<file path="src/rtl/riscv_csr_pkg.sv">
// Shared definitions for the machine-mode CSR unit: CSR addresses, trap cause
// codes, the misa constant and the trap sequencer state type.
package riscv_csr_pkg;

  localparam logic [11:0] CsrMstatus  = 12'h300;
  localparam logic [11:0] CsrMisa     = 12'h301;
  localparam logic [11:0] CsrMie      = 12'h304;
  localparam logic [11:0] CsrMtvec    = 12'h305;
  localparam logic [11:0] CsrMscratch = 12'h340;
  localparam logic [11:0] CsrMepc     = 12'h341;
  localparam logic [11:0] CsrMcause   = 12'h342;
  localparam logic [11:0] CsrMtval    = 12'h343;
  localparam logic [11:0] CsrMip      = 12'h344;
  localparam logic [11:0] CsrMcycle   = 12'hB00;
  localparam logic [11:0] CsrMcycleh  = 12'hB80;
  localparam logic [11:0] CsrMhartid  = 12'hF14;

  localparam logic [31:0] CauseIMisalign = 32'd0;
  localparam logic [31:0] CauseEbreak    = 32'd3;
  localparam logic [31:0] CauseLMisalign = 32'd4;
  localparam logic [31:0] CauseSMisalign = 32'd6;
  localparam logic [31:0] CauseEcall     = 32'd11;

  // RV32I base ISA
  localparam logic [31:0] MisaValue = 32'h4000_0100;

  typedef enum logic [1:0] {
    StIdle,
    StSave,
    StJump,
    StRet
  } csr_state_t;

endpackage

</file>
<file path="src/rtl/riscv_csr_if.sv">
// Core <-> CSR unit connection: CSR read/write port, trap event pulses and
// their context (pc, branch target, data address), and the fetch redirect.
//   master : the core (drives requests and events, receives data and redirect)
//   slave  : the CSR unit
interface riscv_csr_if;
  logic        csr_rd_en;
  logic [11:0] csr_rd_addr;
  logic [31:0] csr_rd_data;
  logic        csr_wr_en;
  logic [11:0] csr_wr_addr;
  logic [31:0] csr_wr_data;
  logic [31:0] pc;
  logic [31:0] pc_addr_in;
  logic [31:0] mem_addr;
  logic        ecall;
  logic        ebreak;
  logic        mret;
  logic        i_misalign;
  logic        l_misalign;
  logic        s_misalign;
  logic        csr_delay;
  logic [31:0] pc_csr;

  modport master (
    output csr_rd_en, csr_rd_addr, csr_wr_en, csr_wr_addr, csr_wr_data,
    output pc, pc_addr_in, mem_addr,
    output ecall, ebreak, mret, i_misalign, l_misalign, s_misalign,
    input  csr_rd_data, csr_delay, pc_csr
  );

  modport slave (
    input  csr_rd_en, csr_rd_addr, csr_wr_en, csr_wr_addr, csr_wr_data,
    input  pc, pc_addr_in, mem_addr,
    input  ecall, ebreak, mret, i_misalign, l_misalign, s_misalign,
    output csr_rd_data, csr_delay, pc_csr
  );
endinterface

</file>
<file path="src/rtl/riscv_csr_counter.sv">
// 64-bit free-running cycle counter with independent write ports for the low
// and high halves. A write to either half suppresses the increment that cycle.
//   clk, reset : clock, asynchronous active-low reset
//   wr_lo_i    : replace bits [31:0] with wr_data_i
//   wr_hi_i    : replace bits [63:32] with wr_data_i
//   count_o    : current counter value
module riscv_csr_counter (
  input  logic        clk,
  input  logic        reset,
  input  logic        wr_lo_i,
  input  logic        wr_hi_i,
  input  logic [31:0] wr_data_i,
  output logic [63:0] count_o
);

  logic [63:0] count_q, count_d;

  always_comb begin
    count_d = count_q + 64'd1;
    if (wr_lo_i || wr_hi_i) begin
      count_d = count_q;
      if (wr_lo_i) count_d[31:0]  = wr_data_i;
      if (wr_hi_i) count_d[63:32] = wr_data_i;
    end
  end

  always_ff @(posedge clk or negedge reset) begin
    if (!reset) count_q <= '0;
    else        count_q <= count_d;
  end

  assign count_o = count_q;

endmodule

</file>
<file path="src/rtl/riscv_csr_unit.sv">
// Machine-mode CSR responder. Serves registered CSR reads and writes, records
// exceptions and redirects fetch to mtvec (trap) or mepc (mret), holding
// csr_delay high while the redirect is in progress.
//   clk, reset : clock, asynchronous active-low reset
//   bus        : riscv_csr_if slave port (CSR port, events, redirect)
// Parameters: IRQ (0: no interrupt sources, mip reads 0), MHARTID.
module riscv_csr_unit import riscv_csr_pkg::*; #(
  parameter int unsigned IRQ     = 0,
  parameter logic [31:0] MHARTID = 32'h0
) (
  input  logic       clk,
  input  logic       reset,
  riscv_csr_if.slave bus
);

  csr_state_t  state_q, state_d;
  logic        status_mie_q, status_mie_d;
  logic        status_mpie_q, status_mpie_d;
  logic [31:0] mie_q, mie_d;
  logic [31:0] mtvec_q, mtvec_d;
  logic [31:0] mscratch_q, mscratch_d;
  logic [31:0] mepc_q, mepc_d;
  logic [31:0] mcause_q, mcause_d;
  logic [31:0] mtval_q, mtval_d;
  // Trap context captured on entry to StSave
  logic [31:0] cap_cause_q, cap_cause_d;
  logic [31:0] cap_pc_q, cap_pc_d;
  logic [31:0] cap_tval_q, cap_tval_d;
  logic        delay_q, delay_d;
  logic [31:0] pc_csr_q, pc_csr_d;
  logic [31:0] rd_data_q, rdata;
  logic [63:0] cycle;
  logic        any_exc;

  assign any_exc = bus.i_misalign | bus.l_misalign | bus.s_misalign | bus.ecall | bus.ebreak;

  riscv_csr_counter u_counter (
    .clk       (clk),
    .reset     (reset),
    .wr_lo_i   (bus.csr_wr_en && (bus.csr_wr_addr == CsrMcycle)),
    .wr_hi_i   (bus.csr_wr_en && (bus.csr_wr_addr == CsrMcycleh)),
    .wr_data_i (bus.csr_wr_data),
    .count_o   (cycle)
  );

  // Trap sequencer
  always_comb begin
    state_d     = state_q;
    cap_cause_d = cap_cause_q;
    cap_pc_d    = cap_pc_q;
    cap_tval_d  = cap_tval_q;
    unique case (state_q)
      StIdle: begin
        if (any_exc) begin
          state_d  = StSave;
          cap_pc_d = bus.pc;
          if (bus.i_misalign) begin
            cap_cause_d = CauseIMisalign;
            cap_tval_d  = bus.pc_addr_in;
          end else if (bus.l_misalign) begin
            cap_cause_d = CauseLMisalign;
            cap_tval_d  = bus.mem_addr;
          end else if (bus.s_misalign) begin
            cap_cause_d = CauseSMisalign;
            cap_tval_d  = bus.mem_addr;
          end else if (bus.ecall) begin
            cap_cause_d = CauseEcall;
            cap_tval_d  = '0;
          end else begin
            cap_cause_d = CauseEbreak;
            cap_tval_d  = bus.pc;
          end
        end else if (bus.mret) begin
          state_d = StRet;
        end
      end
      StSave:  state_d = StJump;
      StJump:  state_d = StIdle;
      StRet:   state_d = StIdle;
      default: state_d = StIdle;
    endcase

    // Redirect outputs are registered from the upcoming state
    delay_d  = (state_d != StIdle);
    pc_csr_d = '0;
    if (state_d == StJump)     pc_csr_d = mtvec_q;
    else if (state_d == StRet) pc_csr_d = mepc_q;
  end

  // CSR writes, then trap-side updates which take precedence
  always_comb begin
    status_mie_d  = status_mie_q;
    status_mpie_d = status_mpie_q;
    mie_d         = mie_q;
    mtvec_d       = mtvec_q;
    mscratch_d    = mscratch_q;
    mepc_d        = mepc_q;
    mcause_d      = mcause_q;
    mtval_d       = mtval_q;
    if (bus.csr_wr_en) begin
      case (bus.csr_wr_addr)
        CsrMstatus: begin
          status_mie_d  = bus.csr_wr_data[3];
          status_mpie_d = bus.csr_wr_data[7];
        end
        CsrMie:      mie_d      = bus.csr_wr_data;
        CsrMtvec:    mtvec_d    = {bus.csr_wr_data[31:2], 2'b00};
        CsrMscratch: mscratch_d = bus.csr_wr_data;
        CsrMepc:     mepc_d     = {bus.csr_wr_data[31:2], 2'b00};
        CsrMcause:   mcause_d   = bus.csr_wr_data;
        CsrMtval:    mtval_d    = bus.csr_wr_data;
        default: ;
      endcase
    end
    if (state_q == StSave) begin
      mepc_d        = {cap_pc_q[31:2], 2'b00};
      mcause_d      = cap_cause_q;
      mtval_d       = cap_tval_q;
      status_mpie_d = status_mie_q;
      status_mie_d  = 1'b0;
    end else if (state_q == StRet) begin
      status_mie_d  = status_mpie_q;
      status_mpie_d = 1'b1;
    end
  end

  // Read mux over the current (pre-write) state
  always_comb begin
    rdata = '0;
    case (bus.csr_rd_addr)
      CsrMstatus:  rdata = {19'b0, 2'b11, 3'b0, status_mpie_q, 3'b0, status_mie_q, 3'b0};
      CsrMisa:     rdata = MisaValue;
      CsrMie:      rdata = mie_q;
      CsrMtvec:    rdata = mtvec_q;
      CsrMscratch: rdata = mscratch_q;
      CsrMepc:     rdata = mepc_q;
      CsrMcause:   rdata = mcause_q;
      CsrMtval:    rdata = mtval_q;
      // No interrupt sources are wired, so nothing is ever pending
      CsrMip:      if (IRQ == 0) rdata = '0;
      CsrMcycle:   rdata = cycle[31:0];
      CsrMcycleh:  rdata = cycle[63:32];
      CsrMhartid:  rdata = MHARTID;
      default:     rdata = '0;
    endcase
  end

  always_ff @(posedge clk or negedge reset) begin
    if (!reset) begin
      state_q       <= StIdle;
      status_mie_q  <= 1'b0;
      status_mpie_q <= 1'b0;
      mie_q         <= '0;
      mtvec_q       <= '0;
      mscratch_q    <= '0;
      mepc_q        <= '0;
      mcause_q      <= '0;
      mtval_q       <= '0;
      cap_cause_q   <= '0;
      cap_pc_q      <= '0;
      cap_tval_q    <= '0;
      delay_q       <= 1'b0;
      pc_csr_q      <= '0;
      rd_data_q     <= '0;
    end else begin
      state_q       <= state_d;
      status_mie_q  <= status_mie_d;
      status_mpie_q <= status_mpie_d;
      mie_q         <= mie_d;
      mtvec_q       <= mtvec_d;
      mscratch_q    <= mscratch_d;
      mepc_q        <= mepc_d;
      mcause_q      <= mcause_d;
      mtval_q       <= mtval_d;
      cap_cause_q   <= cap_cause_d;
      cap_pc_q      <= cap_pc_d;
      cap_tval_q    <= cap_tval_d;
      delay_q       <= delay_d;
      pc_csr_q      <= pc_csr_d;
      if (bus.csr_rd_en) rd_data_q <= rdata;
    end
  end

  assign bus.csr_rd_data = rd_data_q;
  assign bus.csr_delay   = delay_q;
  assign bus.pc_csr      = pc_csr_q;

endmodule

</file>
<file path="src/flat_wrapper.sv">
// flat-port wrapper written by rule: the top's interface ports become plain ports
module riscv_csr_unit_flat import riscv_csr_pkg::*;
#(
  parameter int unsigned IRQ     = 0,
  parameter logic [31:0] MHARTID = 32'h0
)
  (clk, reset, bus_csr_rd_en, bus_csr_rd_addr, bus_csr_wr_en, bus_csr_wr_addr, bus_csr_wr_data, bus_pc, bus_pc_addr_in, bus_mem_addr, bus_ecall, bus_ebreak, bus_mret, bus_i_misalign, bus_l_misalign, bus_s_misalign, bus_csr_rd_data, bus_csr_delay, bus_pc_csr);
  riscv_csr_if bus_i ();
  input  logic clk;
  input  logic reset;
  input wire logic [$bits(bus_i.csr_rd_en)-1:0] bus_csr_rd_en;
  input wire logic [$bits(bus_i.csr_rd_addr)-1:0] bus_csr_rd_addr;
  input wire logic [$bits(bus_i.csr_wr_en)-1:0] bus_csr_wr_en;
  input wire logic [$bits(bus_i.csr_wr_addr)-1:0] bus_csr_wr_addr;
  input wire logic [$bits(bus_i.csr_wr_data)-1:0] bus_csr_wr_data;
  input wire logic [$bits(bus_i.pc)-1:0] bus_pc;
  input wire logic [$bits(bus_i.pc_addr_in)-1:0] bus_pc_addr_in;
  input wire logic [$bits(bus_i.mem_addr)-1:0] bus_mem_addr;
  input wire logic [$bits(bus_i.ecall)-1:0] bus_ecall;
  input wire logic [$bits(bus_i.ebreak)-1:0] bus_ebreak;
  input wire logic [$bits(bus_i.mret)-1:0] bus_mret;
  input wire logic [$bits(bus_i.i_misalign)-1:0] bus_i_misalign;
  input wire logic [$bits(bus_i.l_misalign)-1:0] bus_l_misalign;
  input wire logic [$bits(bus_i.s_misalign)-1:0] bus_s_misalign;
  output wire logic [$bits(bus_i.csr_rd_data)-1:0] bus_csr_rd_data;
  output wire logic [$bits(bus_i.csr_delay)-1:0] bus_csr_delay;
  output wire logic [$bits(bus_i.pc_csr)-1:0] bus_pc_csr;
  assign bus_i.csr_rd_en = bus_csr_rd_en;
  assign bus_i.csr_rd_addr = bus_csr_rd_addr;
  assign bus_i.csr_wr_en = bus_csr_wr_en;
  assign bus_i.csr_wr_addr = bus_csr_wr_addr;
  assign bus_i.csr_wr_data = bus_csr_wr_data;
  assign bus_i.pc = bus_pc;
  assign bus_i.pc_addr_in = bus_pc_addr_in;
  assign bus_i.mem_addr = bus_mem_addr;
  assign bus_i.ecall = bus_ecall;
  assign bus_i.ebreak = bus_ebreak;
  assign bus_i.mret = bus_mret;
  assign bus_i.i_misalign = bus_i_misalign;
  assign bus_i.l_misalign = bus_l_misalign;
  assign bus_i.s_misalign = bus_s_misalign;
  assign bus_csr_rd_data = bus_i.csr_rd_data;
  assign bus_csr_delay = bus_i.csr_delay;
  assign bus_pc_csr = bus_i.pc_csr;
  riscv_csr_unit #(.IRQ(IRQ), .MHARTID(MHARTID)) u_core (.clk(clk), .reset(reset), .bus(bus_i));
endmodule
</file>
<file path="config.mk">
export PLATFORM = sky130hd
export DESIGN_NAME = riscv_csr_unit_flat
export DESIGN_NICKNAME = d
export VERILOG_FILES = /design/src/rtl/riscv_csr_pkg.sv /design/src/rtl/riscv_csr_if.sv /design/src/rtl/riscv_csr_counter.sv /design/src/rtl/riscv_csr_unit.sv /design/src/flat_wrapper.sv
export SDC_FILE = /design/constraint.sdc
export NUM_CORES = 1
export LEC_CHECK = 0
export ABC_AREA = 1
export BUFFER_PORTS_ARGS = -buffer_cell sky130_fd_sc_hd__buf_4
export CAP_MARGIN = 20
export CORE_UTILIZATION = 40
export CTS_CLUSTER_SIZE = 14
export DETAILED_ROUTE_END_ITERATION = 16
export GPL_ROUTABILITY_DRIVEN = 1
export GPL_TIMING_DRIVEN = 0
export PLACE_DENSITY = 0.6
export SYNTH_ARGS = -nofsm -noshare
export SYNTH_HDL_FRONTEND = slang
export SYNTH_SLANG_ARGS = --single-unit
</file>
<file path="constraint.sdc">
create_clock -name clk -period 2.45 [get_ports clk]
set_input_delay 0.1225 -clock clk [delete_from_list [all_inputs] [get_ports clk]]
set_output_delay 0.1225 -clock clk [all_outputs]
set_load 0.02 [all_outputs]
</file>
# Word-level counts from Yosys, hierarchy flattened
# Index checks and enable logic that the tools add are counted.
[word_totals] regBits=419 in_bits=162 out_inout_bits=65 elab_cells=102
[classes] add_sub_neg=1 eq_ne=26 muxes=34 bitwise_logic=4 n_reduce_logical=20
[op_table] cell="$mux 32" count=20
[op_table] cell="$pmux 32 s10" count=1
[op_table] cell="$eq 12x10->1 const B" count=15
[op_table] cell="$add 64x1->64 const B" count=1
[op_table] cell="$mux 64" count=1
[op_table] cell="$eq 12x12->1 const B" count=4
[op_table] cell="$reduce_and 2->1" count=8
[op_table] cell="$reduce_bool 2->1" count=5
[op_table] cell="$eq 2x2->1 const B" count=4
[op_table] cell="$mux 1" count=8
[op_table] cell="$pmux 2 s3" count=1
[op_table] cell="$reduce_bool 3->1" count=2
[op_table] cell="$mux 2" count=2
[op_table] cell="$mux 4" count=1
[op_table] cell="$ne 2x2->1 const B" count=2
[op_table] cell="$or 1x1->1" count=4
[op_table] cell="$eq 2x1->1 const B" count=1
[op_table] cell="$logic_and 1x1->1" count=2
[op_table] cell="$logic_not 2->1" count=1
[op_table] cell="$reduce_or 2->1" count=1
[op_table] cell="$logic_or 1x1->1" count=1

# Logic depth before layout (Yosys ltp)
[depth] ltp_word=9 mapped_depth=13 mapped_depth_nobuf=12

# Cells and area by module
# A second synthesis with hierarchy kept.
[unflattened] cells_unflattened=2940 hier_area_um2=21246.6
[modules_own_cells] mod="riscv_csr_unit" instances=1 cells_per_inst=2112 area_each_um2=16254.3 seq_area_each_um2=8032.7
[modules_own_cells] mod="riscv_csr_counter" instances=1 cells_per_inst=828 area_each_um2=4992.3 seq_area_each_um2=1601.5

# Least setup slack after synthesis
# Ideal clock, no wire load.
[synth_timing] path_type="reg2reg" from="register u_core.u_counter.count_q[1] (netlist: u_core.u_counter.count_o[1])" to="register u_core.u_counter.count_q[40] (netlist: u_core.u_counter.count_o[40])" setup_ns=0.122 arrival_time_ns=1.452 t_required_ns=2.328 setup_slack_ns=0.876 stages_incl_launch_ff=12 n_path_buf=1 synth_period_minus_slack_ns=1.574 path_cell_list="dfrtp_1 > ha_1 > nand2_1 > nor2_2 > nand2_1 > nor2_1 > buf_4 > nand2_1 > nor2_1 > nand2_1 > nand3_1 > a21oi_1"
[synth_between] elab_chain_cells=2
[synth_rtl] item="start, declared" line_no="riscv_csr_counter.sv:16" text="logic [63:0] count_q, count_d;"
[synth_rtl] item="start signal, assigned" line_no="riscv_csr_counter.sv:29" text="else count_q <= count_d;"
[synth_rtl] item="$add 64x1->64" line_no="riscv_csr_counter.sv:19" text="count_d = count_q + 64'd1;"
[synth_rtl] item="$mux 64" line_no="riscv_csr_counter.sv:20" text="if (wr_lo_i || wr_hi_i) begin"
# No other way between the ends.
# A chain may end at the register's enable or synchronous reset.

# Worst setup path in the final report
[layout_timing] from="register u_core.u_counter.count_q[9] (netlist: u_core.u_counter.count_o[9])" to="register u_core.u_counter.count_q[61] (netlist: u_core.u_counter.count_o[61])"
# Same word-level chain as after synthesis.

==> results.sh <==
export IMPL_leakage_nw=12.3
export IMPL_grt_pass1_vias=19774
export IMPL_async_flop_share=1.00
export IMPL_fmax_ghz=0.425
export IMPL_critical_path_cell_chain="nand2_1 -> nor2_2 -> nand2_1 -> nor2_2 -> nand2_2 -> nor2_1 -> nand2_1 -> nand2_1 -> nand2_1 -> a21oi_1"
export IMPL_grt_pass1_wl_mm=123
export IMPL_coreArea_mm2=0.0493
export IMPL_clk_latency_ns=0.59
export IMPL_crit_required_ns=2.95
export IMPL_synth_edff_count=0
export IMPL_min_from="bus_csr_wr_addr[1]"
export IMPL_slowest_delay_ns=0.46
export IMPL_start_util=0.407
export IMPL_cts_buffers=44
export IMPL_rr_startpoint="u_core.u_counter.count_o[9]"
export IMPL_path_delay_family="simple AND/OR/NAND/NOR gates"
export IMPL_cts_root_buffer="clkbuf_16"
export IMPL_drv_slew=0
export IMPL_dieWidth_um=226
export IMPL_fillers=4902
export IMPL_std_cell_rows=81
export IMPL_hold_slack_ns=0.0285
export IMPL_first_pass_iters=8
export IMPL_grt_use_total=0.327
export IMPL_yosysTopAreaCellShare=0.480
export IMPL_synth_seq_cells=385
export IMPL_wl_per_cell_um=21.3
export IMPL_finalWorstSetupSlack_ns=0.0997
export IMPL_viasPerCell=5.26
export IMPL_synthFlopType="dfrtp_1"
export IMPL_worstMarginPinSlew_ns=0.872
export IMPL_grt_ovfl_total=0
export IMPL_critPathMostFrequentCell="nand2_1"
export IMPL_p_total_mw=19.9
export IMPL_ir_worst_vdd_v=0.000543
export IMPL_syn_inst=2773
export IMPL_num_vias=20369
export IMPL_htree_levels=2
export IMPL_cts_buffer_depth=3
export IMPL_slowest_stage="dfrtp_1"
export IMPL_start_kind="flop"
export IMPL_post_route_drc_count=0
export IMPL_hold_viol=0
export IMPL_tns_ns=0
export IMPL_gp_congestion=0.949
export IMPL_synth_top_area_cell="dfrtp_1"
export IMPL_drv_cap=0
export IMPL_routed_wl_mm=82.5
export IMPL_die_area_mm2=0.0511
export IMPL_syn2layout_area_growth_pct=26.6
export IMPL_hold_class="in -> reg"
export IMPL_r2r_end="u_core.u_counter.count_o[61]"
export IMPL_seq_area_frac_synth=0.480
export IMPL_cts_sinks=385
export IMPL_ios=227
export IMPL_grt_max_degree=124
export IMPL_whs_path_depth=5
export IMPL_ys_top_cells_by_area="dfrtp_1 (48%), nand2_1 (19%), o21ai_0 (7.6%), nor2_1 (6.2%), inv_1 (4.0%)"
export IMPL_syn_area_per_cell_um2=7.24
export IMPL_yosys_warnings=0
export IMPL_port_buffers=222
export IMPL_finalSetupViolCount=0
export IMPL_dp_slack_ns=-0.333
export IMPL_ys_types=43
export IMPL_whs_endpoint="u_core.mcause_q[1]"
export IMPL_netlist_area_mm2=0.0201
export IMPL_drt_iter0_markers=1930
export IMPL_cts_tree="yes"
export IMPL_max_slew_margin=0.418
export IMPL_status="finished clean"
export IMPL_worstPathArrival_ns=2.85
export IMPL_drive_gt1_frac=0.122
export IMPL_die_h_um=226
export IMPL_clock_skew_ns=0.0134
export IMPL_antenna_found_initial=0
export IMPL_antennaDiodeCount=0
export IMPL_worst_setup_path_type="reg -> reg"
export IMPL_ant_nets=0
export IMPL_crit_buf_inv=0
export IMPL_cts_setup_buffers=0
export IMPL_post_route_period_util=0.959
export IMPL_r2r_setup_slack_ns=0.1
export IMPL_critPathMaxFanout=5
export IMPL_final_nets=3340
export IMPL_min_period_ns=2.35
export IMPL_dp_hpwl_mm=64.3
export IMPL_clk_pin_slew_worst_paths_ns=0.06
export IMPL_end_kind="flop"
export IMPL_r2r_cells=10
export IMPL_crit_cells=10
export IMPL_powerDensity_mw_per_mm2=784
## power by group
part / internal, mW / switching (mW)
Clock: 3.70 / 2.82
Sequential: 7.69 / 0.786
Combinational: 1.69 / 3.24
Total: 13.1 / 6.85
## layout make-up
| type | instances | area [µm²] | area share |
|---|---|---|---|
| sequential | 385 | 9630 | 0.379 |
| multi-input combinational | 2035 | 9010 | 0.355 |
| timing repair buffer | 358 | 3090 | 0.122 |
| clock buffer | 66 | 1310 | 0.0514 |
| inverter | 228 | 856 | 0.0337 |
| tap | 664 | 831 | 0.0327 |
| buffer | 125 | 577 | 0.0227 |
| clock inverter | 12 | 97.6 | 0.00384 |
## stage by stage
step / util / cell area, µm² / cells
6_report: 0.516 / 25400 / 3873
5_1_grt: 0.516 / 25400 / 3873
4_1_cts: 0.516 / 25400 / 3874
3_5_place_dp: 0.460 / 22700 / 3663
3_3_place_gp: 0.458 / 22600 / 3660
2_1_floorplan: - / 20100 / 2774
## how the worst max path moves through the flow
stage                                      from                           end  slack [ns]
detailed placement  u_core.u_counter.count_o[9]  u_core.u_counter.count_o[61]       -0.33
finish              u_core.u_counter.count_o[9]  u_core.u_counter.count_o[61]         0.1
floorplan           u_core.u_counter.count_o[1]  u_core.u_counter.count_o[40]        0.88
CTS                           u_core.state_q[0]         u_core.cap_tval_q[31]        0.04
global route        u_core.u_counter.count_o[9]  u_core.u_counter.count_o[61]      -0.003
global placement                          reset           u_core.cap_pc_q[24]       -2.77
## Yosys cell counts (2+ instances only)
cell and instances:
buf_2 35, nand4_1 20, nand2_1 1010, nor2_2 8
clkbuf_1 65, a21oi_1 94, buf_1 10, a221oi_1 23
inv_1 216, nand3_2 6, or2_1 2, nand2_2 6
o21ai_0 304, dfrtp_1 385, xor2_1 10, nor2_1 332
nor3_1 6, xnor2_1 10, a22oi_1 4, nor2_4 4
o21ai_1 28, o211ai_1 35, nand3_1 91, nor3_4 4
nor3_2 2, a31oi_1 14, o22ai_1 9, buf_4 15
inv_2 11
## per-layer routing
layer | vias to the layer above | part of all wire | track usage
met2 | 746 | 0.48 | 0.549
met3 | 142 | 0.055 | 0.0410
li1 | 9669 | - | -
met4 | 0 | 0.040 | 0.127
met5 | - | 0 | 0
met1 | 9812 | 0.43 | 0.430
## flip-flops by register name, summed over array words and instances, names as in the netlist
signal	flops
u_core.cap_pc_q	30
u_core.mtval_q	32
u_core.mtvec_q	30
u_core.cap_cause_q	4
u_core.cap_tval_q	32
u_core.status_mpie_q	1
u_core.bus.csr_rd_data	32
u_core.status_mie_q	1
u_core.mepc_q	30
u_core.mscratch_q	32
u_core.bus.pc_csr	30
u_core.bus.csr_delay	1
u_core.mcause_q	32
u_core.state_q	2
u_core.u_counter.count_o	64
u_core.mie_q	32
## worst register-to-register path, cell delays in order (launching register included)
cell and delay [ns]:
dfrtp_1 0.46, nand2_1 0.15, nor2_2 0.35, nand2_1 0.12, nor2_2 0.40, nand2_2 0.31
nor2_1 0.19, nand2_1 0.06, nand2_1 0.07, nand2_1 0.04, a21oi_1 0.12
## layout by cell type (no fill, tap or decap), types with 7 or more instances in the layout
master	count
nand3_1	91
o22ai_1	9
inv_1	216
a221oi_1	23
buf_1	9
a21oi_1	94
clkinv_2	7
xor2_1	10
buf_2	35
nor2_2	10
o211ai_1	35
o21ai_1	28
nand4_1	20
dlygate4sd3_1	133
buf_4	236
a31oi_1	14
nor2_1	330
dfrtp_1	385
clkbuf_1	76
nand2_1	1008
xnor2_1	10
clkbuf_8	10
inv_2	11
o21ai_0	304
nand2_2	8
clkbuf_16	45
## cell families after synthesis
logic type      share of synthesized area
compound gates                      0.140
xor+xnor                          0.00873
fa+ha+maj                        0.000623
buf+inv                            0.0716
flops                               0.480
other cells                      0.000187
simple gates                        0.299
## timing repair
action,in CTS,in global routing
hold buffers,133,0
resized for setup,2,2
endpoints found under the hold margin,288,0
pin swaps,0,0
setup endpoints to repair,3,10
(Power assumes the default switching activity.)
